## src/rtl/sme_pkg.sv

```systemverilog
// Shared types and constants for the SME job scheduler.
package sme_pkg;

    typedef enum logic [2:0] {
        S_IDLE,
        S_COLLECT,
        S_BURST,
        S_WAIT,
        S_RESP
    } state_e;

    localparam int STR_MAX_DEF = 32;
    localparam int PAT_MAX_DEF = 9;

    // Job length counters are sized for the engine's store depths
    localparam int STR_LEN_W = 6;
    localparam int PAT_LEN_W = 4;
    localparam int SME_IDX_W = 5;

    localparam logic [7:0] CH_CARET  = 8'h5E;
    localparam logic [7:0] CH_DOT    = 8'h2E;
    localparam logic [7:0] CH_DOLLAR = 8'h24;
    localparam logic [7:0] CH_SPACE  = 8'h20;

    // Cycles occupied by one burst: engine reset, first string char, remaining chars, idle tail
    function automatic int burst_len(input int str_len, input int pat_len);
        return 2 + str_len + pat_len;
    endfunction

endpackage

```

## src/rtl/sme_rr_arbiter.sv

```systemverilog
// Round-robin arbiter: picks the first active request at or after the pointer.
module sme_rr_arbiter #(
    parameter int NUM_REQ = 4,
    parameter int IDX_W   = $clog2(NUM_REQ)
) (
    input  logic               clk,
    input  logic               rst,
    input  logic [NUM_REQ-1:0] req,
    input  logic               advance,
    output logic               any_req,
    output logic [NUM_REQ-1:0] grant_oh,
    output logic [IDX_W-1:0]   grant_idx
);

    logic [IDX_W-1:0] ptr_q, ptr_d;
    logic [IDX_W-1:0] cand;
    int               cand_i;

    // Wrap-around search starting at the pointer; first hit wins
    always_comb begin
        any_req   = 1'b0;
        grant_idx = '0;
        grant_oh  = '0;
        cand      = '0;
        cand_i    = 0;
        for (int i = 0; i < NUM_REQ; i++) begin
            cand_i = int'(ptr_q) + i;
            if (cand_i >= NUM_REQ) begin
                cand_i = cand_i - NUM_REQ;
            end
            cand = IDX_W'(cand_i);
            if (!any_req && req[cand]) begin
                any_req   = 1'b1;
                grant_idx = cand;
            end
        end
        if (any_req) begin
            grant_oh[grant_idx] = 1'b1;
        end
    end

    // Pointer moves just past the winner so the winner goes to the back of the line
    always_comb begin
        ptr_d = ptr_q;
        if (advance && any_req) begin
            ptr_d = (grant_idx == IDX_W'(NUM_REQ - 1)) ? '0 : grant_idx + 1'b1;
        end
    end

    // Pointer register
    always_ff @(posedge clk or posedge rst) begin
        if (rst) begin
            ptr_q <= '0;
        end else begin
            ptr_q <= ptr_d;
        end
    end

endmodule

```

## src/rtl/sme_job_scheduler.sv

```systemverilog
// Shares one SME string-match engine among several requesters, one job at a time.
module sme_job_scheduler
    import sme_pkg::*;
#(
    parameter int NUM_REQ = 4,
    parameter int STR_MAX = STR_MAX_DEF,
    parameter int PAT_MAX = PAT_MAX_DEF,
    parameter int TIMEOUT = 256
) (
    input  logic                   clk,
    input  logic                   reset,
    input  logic [NUM_REQ-1:0]     rq_valid,
    input  logic [8*NUM_REQ-1:0]   rq_data,
    input  logic [NUM_REQ-1:0]     rq_is_pat,
    input  logic [NUM_REQ-1:0]     rq_last,
    output logic [NUM_REQ-1:0]     rq_ready,
    output logic [NUM_REQ-1:0]     rsp_valid,
    output logic                   rsp_match,
    output logic [SME_IDX_W-1:0]   rsp_index,
    output logic                   rsp_err,
    output logic                   sme_reset,
    output logic [7:0]             sme_chardata,
    output logic                   sme_isstring,
    output logic                   sme_ispattern,
    input  logic                   sme_match,
    input  logic [SME_IDX_W-1:0]   sme_index,
    input  logic                   sme_valid,
    output logic                   busy
);

    localparam int IDX_W  = $clog2(NUM_REQ);
    localparam int SIDX_W = $clog2(STR_MAX);
    localparam int PIDX_W = $clog2(PAT_MAX);
    localparam int TMO_W  = $clog2(TIMEOUT + 1);
    localparam int BCNT_W = $clog2(burst_len(STR_MAX, PAT_MAX) + 1);

    localparam logic [STR_LEN_W-1:0] STR_CAP  = STR_LEN_W'(STR_MAX);
    localparam logic [PAT_LEN_W-1:0] PAT_CAP  = PAT_LEN_W'(PAT_MAX);
    localparam logic [TMO_W-1:0]     TMO_LAST = TMO_W'(TIMEOUT - 1);
    localparam logic [TMO_W-1:0]     TMO_SAT  = TMO_W'(TIMEOUT);

    state_e                 state_q, state_d;
    logic [IDX_W-1:0]       grant_idx_q, grant_idx_d;
    logic [NUM_REQ-1:0]     grant_oh_q, grant_oh_d;
    logic [STR_LEN_W-1:0]   str_len_q, str_len_d;
    logic [PAT_LEN_W-1:0]   pat_len_q, pat_len_d;
    logic                   err_q, err_d;
    logic [BCNT_W-1:0]      bcnt_q, bcnt_d;
    logic [TMO_W-1:0]       wcnt_q, wcnt_d;
    logic                   res_match_q, res_match_d;
    logic [SME_IDX_W-1:0]   res_index_q, res_index_d;
    logic                   res_err_q, res_err_d;
    logic                   sme_reset_q, sme_reset_d;
    logic [7:0]             sme_char_q, sme_char_d;
    logic                   sme_isstr_q, sme_isstr_d;
    logic                   sme_ispat_q, sme_ispat_d;

    logic [7:0]             str_buf [STR_MAX];
    logic [7:0]             pat_buf [PAT_MAX];
    logic                   str_we, pat_we;
    logic [SIDX_W-1:0]      str_wr, str_rd;
    logic [PIDX_W-1:0]      pat_wr, pat_rd;
    logic [BCNT_W-1:0]      str_end, pat_end;

    logic                   arb_any;
    logic [NUM_REQ-1:0]     arb_oh;
    logic [IDX_W-1:0]       arb_idx;

    logic                   sel_valid, sel_is_pat, sel_last;
    logic [7:0]             sel_data;

    sme_rr_arbiter #(
        .NUM_REQ (NUM_REQ),
        .IDX_W   (IDX_W)
    ) u_arb (
        .clk       (clk),
        .rst       (reset),
        .req       (rq_valid),
        .advance   (state_q == S_IDLE),
        .any_req   (arb_any),
        .grant_oh  (arb_oh),
        .grant_idx (arb_idx)
    );

    assign sel_valid  = rq_valid[grant_idx_q];
    assign sel_is_pat = rq_is_pat[grant_idx_q];
    assign sel_last   = rq_last[grant_idx_q];
    assign sel_data   = rq_data[{grant_idx_q, 3'b000} +: 8];

    assign str_wr  = SIDX_W'(str_len_q);
    assign pat_wr  = PIDX_W'(pat_len_q);
    assign str_end = BCNT_W'(str_len_q) + BCNT_W'(1);
    assign pat_end = str_end + BCNT_W'(pat_len_q);
    assign str_rd  = SIDX_W'(bcnt_q - BCNT_W'(1));
    assign pat_rd  = PIDX_W'(bcnt_q - str_end);

    assign rq_ready      = (state_q == S_COLLECT) ? grant_oh_q : '0;
    assign rsp_valid     = (state_q == S_RESP) ? grant_oh_q : '0;
    assign rsp_match     = res_match_q;
    assign rsp_index     = res_index_q;
    assign rsp_err       = res_err_q;
    assign sme_reset     = sme_reset_q;
    assign sme_chardata  = sme_char_q;
    assign sme_isstring  = sme_isstr_q;
    assign sme_ispattern = sme_ispat_q;
    assign busy          = (state_q != S_IDLE);

    // Job FSM: collect, burst into the engine, wait for its verdict, respond
    always_comb begin
        state_d     = state_q;
        grant_idx_d = grant_idx_q;
        grant_oh_d  = grant_oh_q;
        str_len_d   = str_len_q;
        pat_len_d   = pat_len_q;
        err_d       = err_q;
        bcnt_d      = bcnt_q;
        wcnt_d      = wcnt_q;
        res_match_d = res_match_q;
        res_index_d = res_index_q;
        res_err_d   = res_err_q;
        sme_reset_d = 1'b0;
        sme_char_d  = 8'h00;
        sme_isstr_d = 1'b0;
        sme_ispat_d = 1'b0;
        str_we      = 1'b0;
        pat_we      = 1'b0;

        case (state_q)
            S_IDLE: begin
                if (arb_any) begin
                    grant_idx_d = arb_idx;
                    grant_oh_d  = arb_oh;
                    state_d     = S_COLLECT;
                end
            end

            S_COLLECT: begin
                if (sel_valid) begin
                    // Overflowing chars are dropped but the job keeps draining to rq_last
                    if (sel_is_pat) begin
                        if (pat_len_q < PAT_CAP) begin
                            pat_we    = 1'b1;
                            pat_len_d = pat_len_q + 1'b1;
                        end else begin
                            err_d = 1'b1;
                        end
                    end else begin
                        if (str_len_q < STR_CAP) begin
                            str_we    = 1'b1;
                            str_len_d = str_len_q + 1'b1;
                        end else begin
                            err_d = 1'b1;
                        end
                    end
                    if (sel_last) begin
                        if (err_d || (str_len_d == '0) || (pat_len_d == '0)) begin
                            err_d       = 1'b1;
                            res_match_d = 1'b0;
                            res_index_d = '0;
                            res_err_d   = 1'b1;
                            state_d     = S_RESP;
                        end else begin
                            bcnt_d  = '0;
                            state_d = S_BURST;
                        end
                    end
                end
            end

            S_BURST: begin
                bcnt_d = bcnt_q + 1'b1;
                if (bcnt_q == '0) begin
                    sme_reset_d = 1'b1;
                end else if (bcnt_q == BCNT_W'(1)) begin
                    // Engine sits in IDLE here and latches the first string char unflagged
                    sme_char_d = str_buf[0];
                end else if (bcnt_q < str_end) begin
                    sme_char_d  = str_buf[str_rd];
                    sme_isstr_d = 1'b1;
                end else if (bcnt_q < pat_end) begin
                    sme_char_d  = pat_buf[pat_rd];
                    sme_ispat_d = 1'b1;
                end else begin
                    wcnt_d  = '0;
                    state_d = S_WAIT;
                end
            end

            S_WAIT: begin
                wcnt_d = (wcnt_q == TMO_SAT) ? wcnt_q : wcnt_q + 1'b1;
                if (sme_valid) begin
                    res_match_d = sme_match;
                    res_index_d = sme_index;
                    res_err_d   = 1'b0;
                    state_d     = S_RESP;
                end else if (wcnt_q >= TMO_LAST) begin
                    // Engine never answered: kick it back to a clean state and report error
                    sme_reset_d = 1'b1;
                    res_match_d = 1'b0;
                    res_index_d = '0;
                    res_err_d   = 1'b1;
                    state_d     = S_RESP;
                end
            end

            S_RESP: begin
                str_len_d = '0;
                pat_len_d = '0;
                err_d     = 1'b0;
                state_d   = S_IDLE;
            end

            default: begin
                state_d = S_IDLE;
            end
        endcase
    end

    // Control and output registers; engine is held in reset while reset is asserted
    always_ff @(posedge clk or posedge reset) begin
        if (reset) begin
            state_q     <= S_IDLE;
            grant_idx_q <= '0;
            grant_oh_q  <= '0;
            str_len_q   <= '0;
            pat_len_q   <= '0;
            err_q       <= 1'b0;
            bcnt_q      <= '0;
            wcnt_q      <= '0;
            res_match_q <= 1'b0;
            res_index_q <= '0;
            res_err_q   <= 1'b0;
            sme_reset_q <= 1'b1;
            sme_char_q  <= 8'h00;
            sme_isstr_q <= 1'b0;
            sme_ispat_q <= 1'b0;
        end else begin
            state_q     <= state_d;
            grant_idx_q <= grant_idx_d;
            grant_oh_q  <= grant_oh_d;
            str_len_q   <= str_len_d;
            pat_len_q   <= pat_len_d;
            err_q       <= err_d;
            bcnt_q      <= bcnt_d;
            wcnt_q      <= wcnt_d;
            res_match_q <= res_match_d;
            res_index_q <= res_index_d;
            res_err_q   <= res_err_d;
            sme_reset_q <= sme_reset_d;
            sme_char_q  <= sme_char_d;
            sme_isstr_q <= sme_isstr_d;
            sme_ispat_q <= sme_ispat_d;
        end
    end

    // Job character stores; lengths gate every read so contents need no reset
    always_ff @(posedge clk) begin
        if (str_we) begin
            str_buf[str_wr] <= sel_data;
        end
        if (pat_we) begin
            pat_buf[pat_wr] <= sel_data;
        end
    end

endmodule

```

## config.mk

```make
export PLATFORM = sky130hd
export DESIGN_NAME = sme_job_scheduler
export DESIGN_NICKNAME = d
export VERILOG_FILES = /design/src/rtl/sme_pkg.sv /design/src/rtl/sme_rr_arbiter.sv /design/src/rtl/sme_job_scheduler.sv
export SDC_FILE = /design/constraint.sdc
export NUM_CORES = 1
export LEC_CHECK = 0
export ABC_AREA = 0
export CORE_MARGIN = 2
export CORE_UTILIZATION = 42
export DETAILED_ROUTE_END_ITERATION = 8
export GPL_TIMING_DRIVEN = 0
export PLACE_DENSITY = 0.67
export SYNTH_ARGS = -nofsm -noshare
export SYNTH_HDL_FRONTEND = slang
export SYNTH_SLANG_ARGS = --single-unit
```

## constraint.sdc

```tcl
create_clock -name clk -period 4.8 [get_ports clk]
set_input_delay 1.44 -clock clk [delete_from_list [all_inputs] [get_ports clk]]
set_output_delay 1.44 -clock clk [all_outputs]
set_load 0.005 [all_outputs]
```

==> impl_summary.log <==
INFO  metric critical_path_required = 5.18 ns
INFO  metric finalSetupViolCount = 0
INFO  metric syn_avg_cell_area = 17.1 µm²
INFO  metric critPathArrivalTime = 4.85 ns
INFO  metric cts.reportedPaths.clkPinSlew = 0.06 ns
INFO  metric cts_tree = built
INFO  metric cts_hold_buf = 0
INFO  metric cts_inserted_buffers = 42
INFO  metric power_per_cell_area = 649 nW/µm²
INFO  metric drt_pre_antenna_iters = 5
INFO  metric final_period_minus_worst_setup_slack = 4.47 ns
INFO  metric postLayoutCellArea = 19300 µm²
INFO  metric totalPowerFinal = 12500 µW
INFO  metric synth_top_cell_area_share = 59.7%
INFO  metric finalNetCount = 1180
INFO  metric endpoint_kind = flip-flop
INFO  metric synth.cell_area = 16500 µm²
INFO  metric vdd.ir_drop.worst = 433 µV
INFO  metric most_used_flip_flop_cell_after_synthesis = sky130_fd_sc_hd__edfxtp_1
INFO  metric antenna-diode-count = 0
INFO  metric rsz0062_at_grt = false
INFO  metric start_util = 42.6%
INFO  metric detailed_place.area = 18000 µm²
INFO  metric synth_cell_types = 61
INFO  metric routed_wl = 37.7 mm
INFO  metric area_growth_syn_to_layout = 16.9%
INFO  metric synth_edf_count = 328
INFO  metric period_share = 93.1%
INFO  metric cts_max_level = 2
INFO  metric floorplan.io_pins = 80
INFO  metric die_width = 202 µm
INFO  metric postSynthCellCount = 965
INFO  metric gr-usage-all-layers = 18.9%
INFO  metric holdCritPathClass = reg2reg
INFO  metric cp_num_buf_inv = 6
INFO  metric timing.max_cap.violations = 0
INFO  metric max-clock-path-buffers = 3
INFO  metric detail_route.wl_per_cell = 23.1 µm
INFO  metric clock_insertion_delay_worst_skew = 0.55 ns
INFO  metric critPathKind = reg2reg
INFO  metric status = completed
INFO  metric synth.yosys.warnings = 0
INFO  metric finalHoldViolations = 0
INFO  metric globalRouteOverflowTotal = 0
INFO  metric static-leakage-power = 0.00661 µW
INFO  metric timing.critical_path.mode_cell = sky130_fd_sc_hd__clkbuf_1
INFO  metric vias_per_cell = 5.68
INFO  metric post-route-drc-count = 0
INFO  metric die-area = 40900 µm²
INFO  metric critical_path_peak_fanout = 10
INFO  metric global_route_wire_length_before_repair = 58.4 mm
INFO  metric clock_tree.root_cell = sky130_fd_sc_hd__clkbuf_16
INFO  metric die_height = 202 µm
INFO  metric placeableCoreArea = 38700 µm²
INFO  metric dp.final_hpwl = 25.0 mm
INFO  metric final_layout_size_suffix_gt1_share = 16.8%
INFO  metric critical-path-max-stage-delay = 0.68 ns
INFO  metric syn-num-nets = 1056
INFO  metric cpMaxStageDelayCell = sky130_fd_sc_hd__clkbuf_1
INFO  metric max_slew.worst_pin.slew = 1.33 ns
INFO  metric first_global_vias = 9606
INFO  metric maximum_clock_rate = 0.224 GHz
INFO  metric buffer_ports.inserted = 79
INFO  metric timing.slew.headroom = 10.8%
INFO  metric synth_seq_area_share = 68.0%
INFO  metric post_synth_main_area_contributors = sky130_fd_sc_hd__edfxtp_1 60%, sky130_fd_sc_hd__mux4_2 12%, sky130_fd_sc_hd__dfrtp_1 8.2%
INFO  metric ys_async_sr_fraction = 14.4%
INFO  metric drtIter0Drc = 858
INFO  metric timing.critical_path.from_type = flip-flop
INFO  metric finClkSkew = 0.0243 ns
INFO  metric postSynthRegisterBits = 383
INFO  metric grt_start_max_net_pins = 42
INFO  metric fp_rows = 72
INFO  metric gpl.final_weighted_congestion = 0.832
INFO  metric worst_path_dominant_cell_family = buffers and inverters
INFO  metric worstPathCellList = clkbuf_1 -> buf_2 -> clkbuf_4 -> inv_1 -> ha_1 -> clkbuf_1 -> clkbuf_1 -> mux4_2 -> o22ai_1 -> a211oi_1 -> a21oi_1 -> o211ai_1
INFO  metric slew_violations = 0
INFO  metric antenna_found_initial = 0
INFO  metric route.antenna.remaining_nets = 0
INFO  metric post-synth-top-area-cell = sky130_fd_sc_hd__edfxtp_1
INFO  metric via_count = 9285
INFO  metric clock_sinks = 383
-- placed cells by master (no fill, tap or decap), types with 11 or more instances in the layout --
| master | Yosys | layout |
|---|---|---|
| sky130_fd_sc_hd__clkdlybuf4s50_1 | 0 | 79 |
| sky130_fd_sc_hd__inv_1 | 31 | 30 |
| sky130_fd_sc_hd__clkbuf_16 | 0 | 43 |
| sky130_fd_sc_hd__o21ai_0 | 23 | 23 |
| sky130_fd_sc_hd__and3_1 | 15 | 15 |
| sky130_fd_sc_hd__mux2_2 | 12 | 12 |
| sky130_fd_sc_hd__edfxtp_1 | 328 | 328 |
| sky130_fd_sc_hd__clkinv_1 | 0 | 12 |
| sky130_fd_sc_hd__nor2_1 | 55 | 55 |
| sky130_fd_sc_hd__nand2_1 | 43 | 43 |
| sky130_fd_sc_hd__mux4_2 | 91 | 91 |
| sky130_fd_sc_hd__clkbuf_1 | 26 | 28 |
| sky130_fd_sc_hd__xnor2_1 | 11 | 11 |
| sky130_fd_sc_hd__a21oi_1 | 23 | 23 |
| sky130_fd_sc_hd__buf_2 | 12 | 12 |
| sky130_fd_sc_hd__mux2i_1 | 22 | 22 |
| sky130_fd_sc_hd__dfrtp_1 | 54 | 54 |
| sky130_fd_sc_hd__o22ai_1 | 16 | 16 |
| sky130_fd_sc_hd__nand3_1 | 15 | 15 |
| sky130_fd_sc_hd__ha_1 | 36 | 36 |
-- through the flow --
stage / util [%] / setup WS, ns / hold WS [ns] / std cells / setup TNS, ns
2_1_floorplan: - / 1.31 / 0.471 / 965 / 0
3_3_place_gp: 46.3 / 0.0131 / 0.496 / 1562 / 0
3_5_place_dp: 46.4 / -0.0880 / 0.491 / 1563 / -0.350
4_1_cts: 49.8 / 0.152 / 0.513 / 1634 / 0
5_1_grt: 49.8 / 0.0505 / 0.529 / 1634 / 0
6_report: 49.8 / 0.332 / 0.511 / 1634 / 0
-- Yosys cell counts, types with 4 or more instances --
| library cell | n |
|---|---|
| sky130_fd_sc_hd__nor3b_1 | 6 |
| sky130_fd_sc_hd__nand2_1 | 43 |
| sky130_fd_sc_hd__nor2b_1 | 6 |
| sky130_fd_sc_hd__mux2_2 | 12 |
| sky130_fd_sc_hd__a21oi_1 | 23 |
| sky130_fd_sc_hd__o21ai_0 | 23 |
| sky130_fd_sc_hd__nand3b_1 | 6 |
| sky130_fd_sc_hd__inv_1 | 31 |
| sky130_fd_sc_hd__nor4_1 | 4 |
| sky130_fd_sc_hd__buf_1 | 4 |
| sky130_fd_sc_hd__nor3_1 | 10 |
| sky130_fd_sc_hd__ha_1 | 36 |
| sky130_fd_sc_hd__a21o_1 | 8 |
| sky130_fd_sc_hd__clkbuf_1 | 26 |
| sky130_fd_sc_hd__edfxtp_1 | 328 |
| sky130_fd_sc_hd__nand2b_1 | 5 |
| sky130_fd_sc_hd__dfrtp_1 | 54 |
| sky130_fd_sc_hd__and2_1 | 8 |
| sky130_fd_sc_hd__and3_1 | 15 |
| sky130_fd_sc_hd__o31ai_1 | 9 |
| sky130_fd_sc_hd__a211o_1 | 8 |
| sky130_fd_sc_hd__a31oi_1 | 4 |
| sky130_fd_sc_hd__a211oi_1 | 5 |
| sky130_fd_sc_hd__or3_1 | 4 |
| sky130_fd_sc_hd__buf_2 | 12 |
| sky130_fd_sc_hd__o22ai_1 | 16 |
| sky130_fd_sc_hd__xor2_1 | 9 |
| sky130_fd_sc_hd__a22o_1 | 8 |
| sky130_fd_sc_hd__nand3_1 | 15 |
| sky130_fd_sc_hd__xnor2_1 | 11 |
| sky130_fd_sc_hd__mux2i_1 | 22 |
| sky130_fd_sc_hd__nor2_1 | 55 |
| sky130_fd_sc_hd__o211ai_1 | 10 |
| sky130_fd_sc_hd__mux4_2 | 91 |
-- sequential cells by signal (all words and copies together) (netlist names), 5 cells and up --
name	flops
bcnt_q	6
wcnt_q	9
rsp_index	5
pat_buf	72
sme_chardata	8
str_len_q	6
str_buf	256
-- cell families after synthesis --
logic type                 share of synthesized area [%]
DFF                                                 68.0
and+or+nand+nor                                     5.84
AOI/OAI and AO/OA                                   5.72
muxes                                               14.6
buffers and inverters                               1.82
adders and majority gates                           2.97
xor gates and xnor gates                            1.06
-- power by group --
part	switching, µW	internal [µW]	total, µW
sequential	141	4240	4380
combinational	3030	2010	5030
clock	1270	1850	3110
total	4430	8090	12500
-- what timing repair did --
action	4_1_cts	5_1_grt
setup endpoints to repair	7	8
setup buffers	0	0
endpoints found under the hold margin	0	0
resized for setup	1	3
-- layer usage --
layer  GRT usage, %  part of all wire, %  wire length [µm]  vias to the layer above
met5              0                    0                 0                        -
met4           5.92                  3.0              1120                        0
met3           4.27                  7.8              2940                       83
met2           29.8                   48             18000                      357
met1           26.4                   41             15600                     4749
li1               -                    -                 -                     4096
-- worst paths after layout --
check	start	slack (ns)	to	cells past startpoint
worst min register to register	rsp_index[0]	0.51	rsp_index[0]	1
worst max register to register	bcnt_q[0]	0.33	sme_chardata[1]	12
min in group asynchronous	reset	1.22	rsp_index[0]	2
max in group asynchronous	reset	3.00	pat_len_q[2]	3
worst max-delay path	bcnt_q[0]	0.33	sme_chardata[1]	12
worst min-delay path	rsp_index[0]	0.51	rsp_index[0]	1
-- layout make-up --
class	count	area [µm²]
Clock buffer	48	1090
Clock inverter	23	233
Timing Repair Buffer	81	816
Tap cell	518	648
Fill cell	3245	19400
Buffer	42	185
Multi-Input combinational cell	508	4980
Sequential cell	383	11200
Inverter	31	116
No activity file was read; power rests on OpenSTA's default activity.
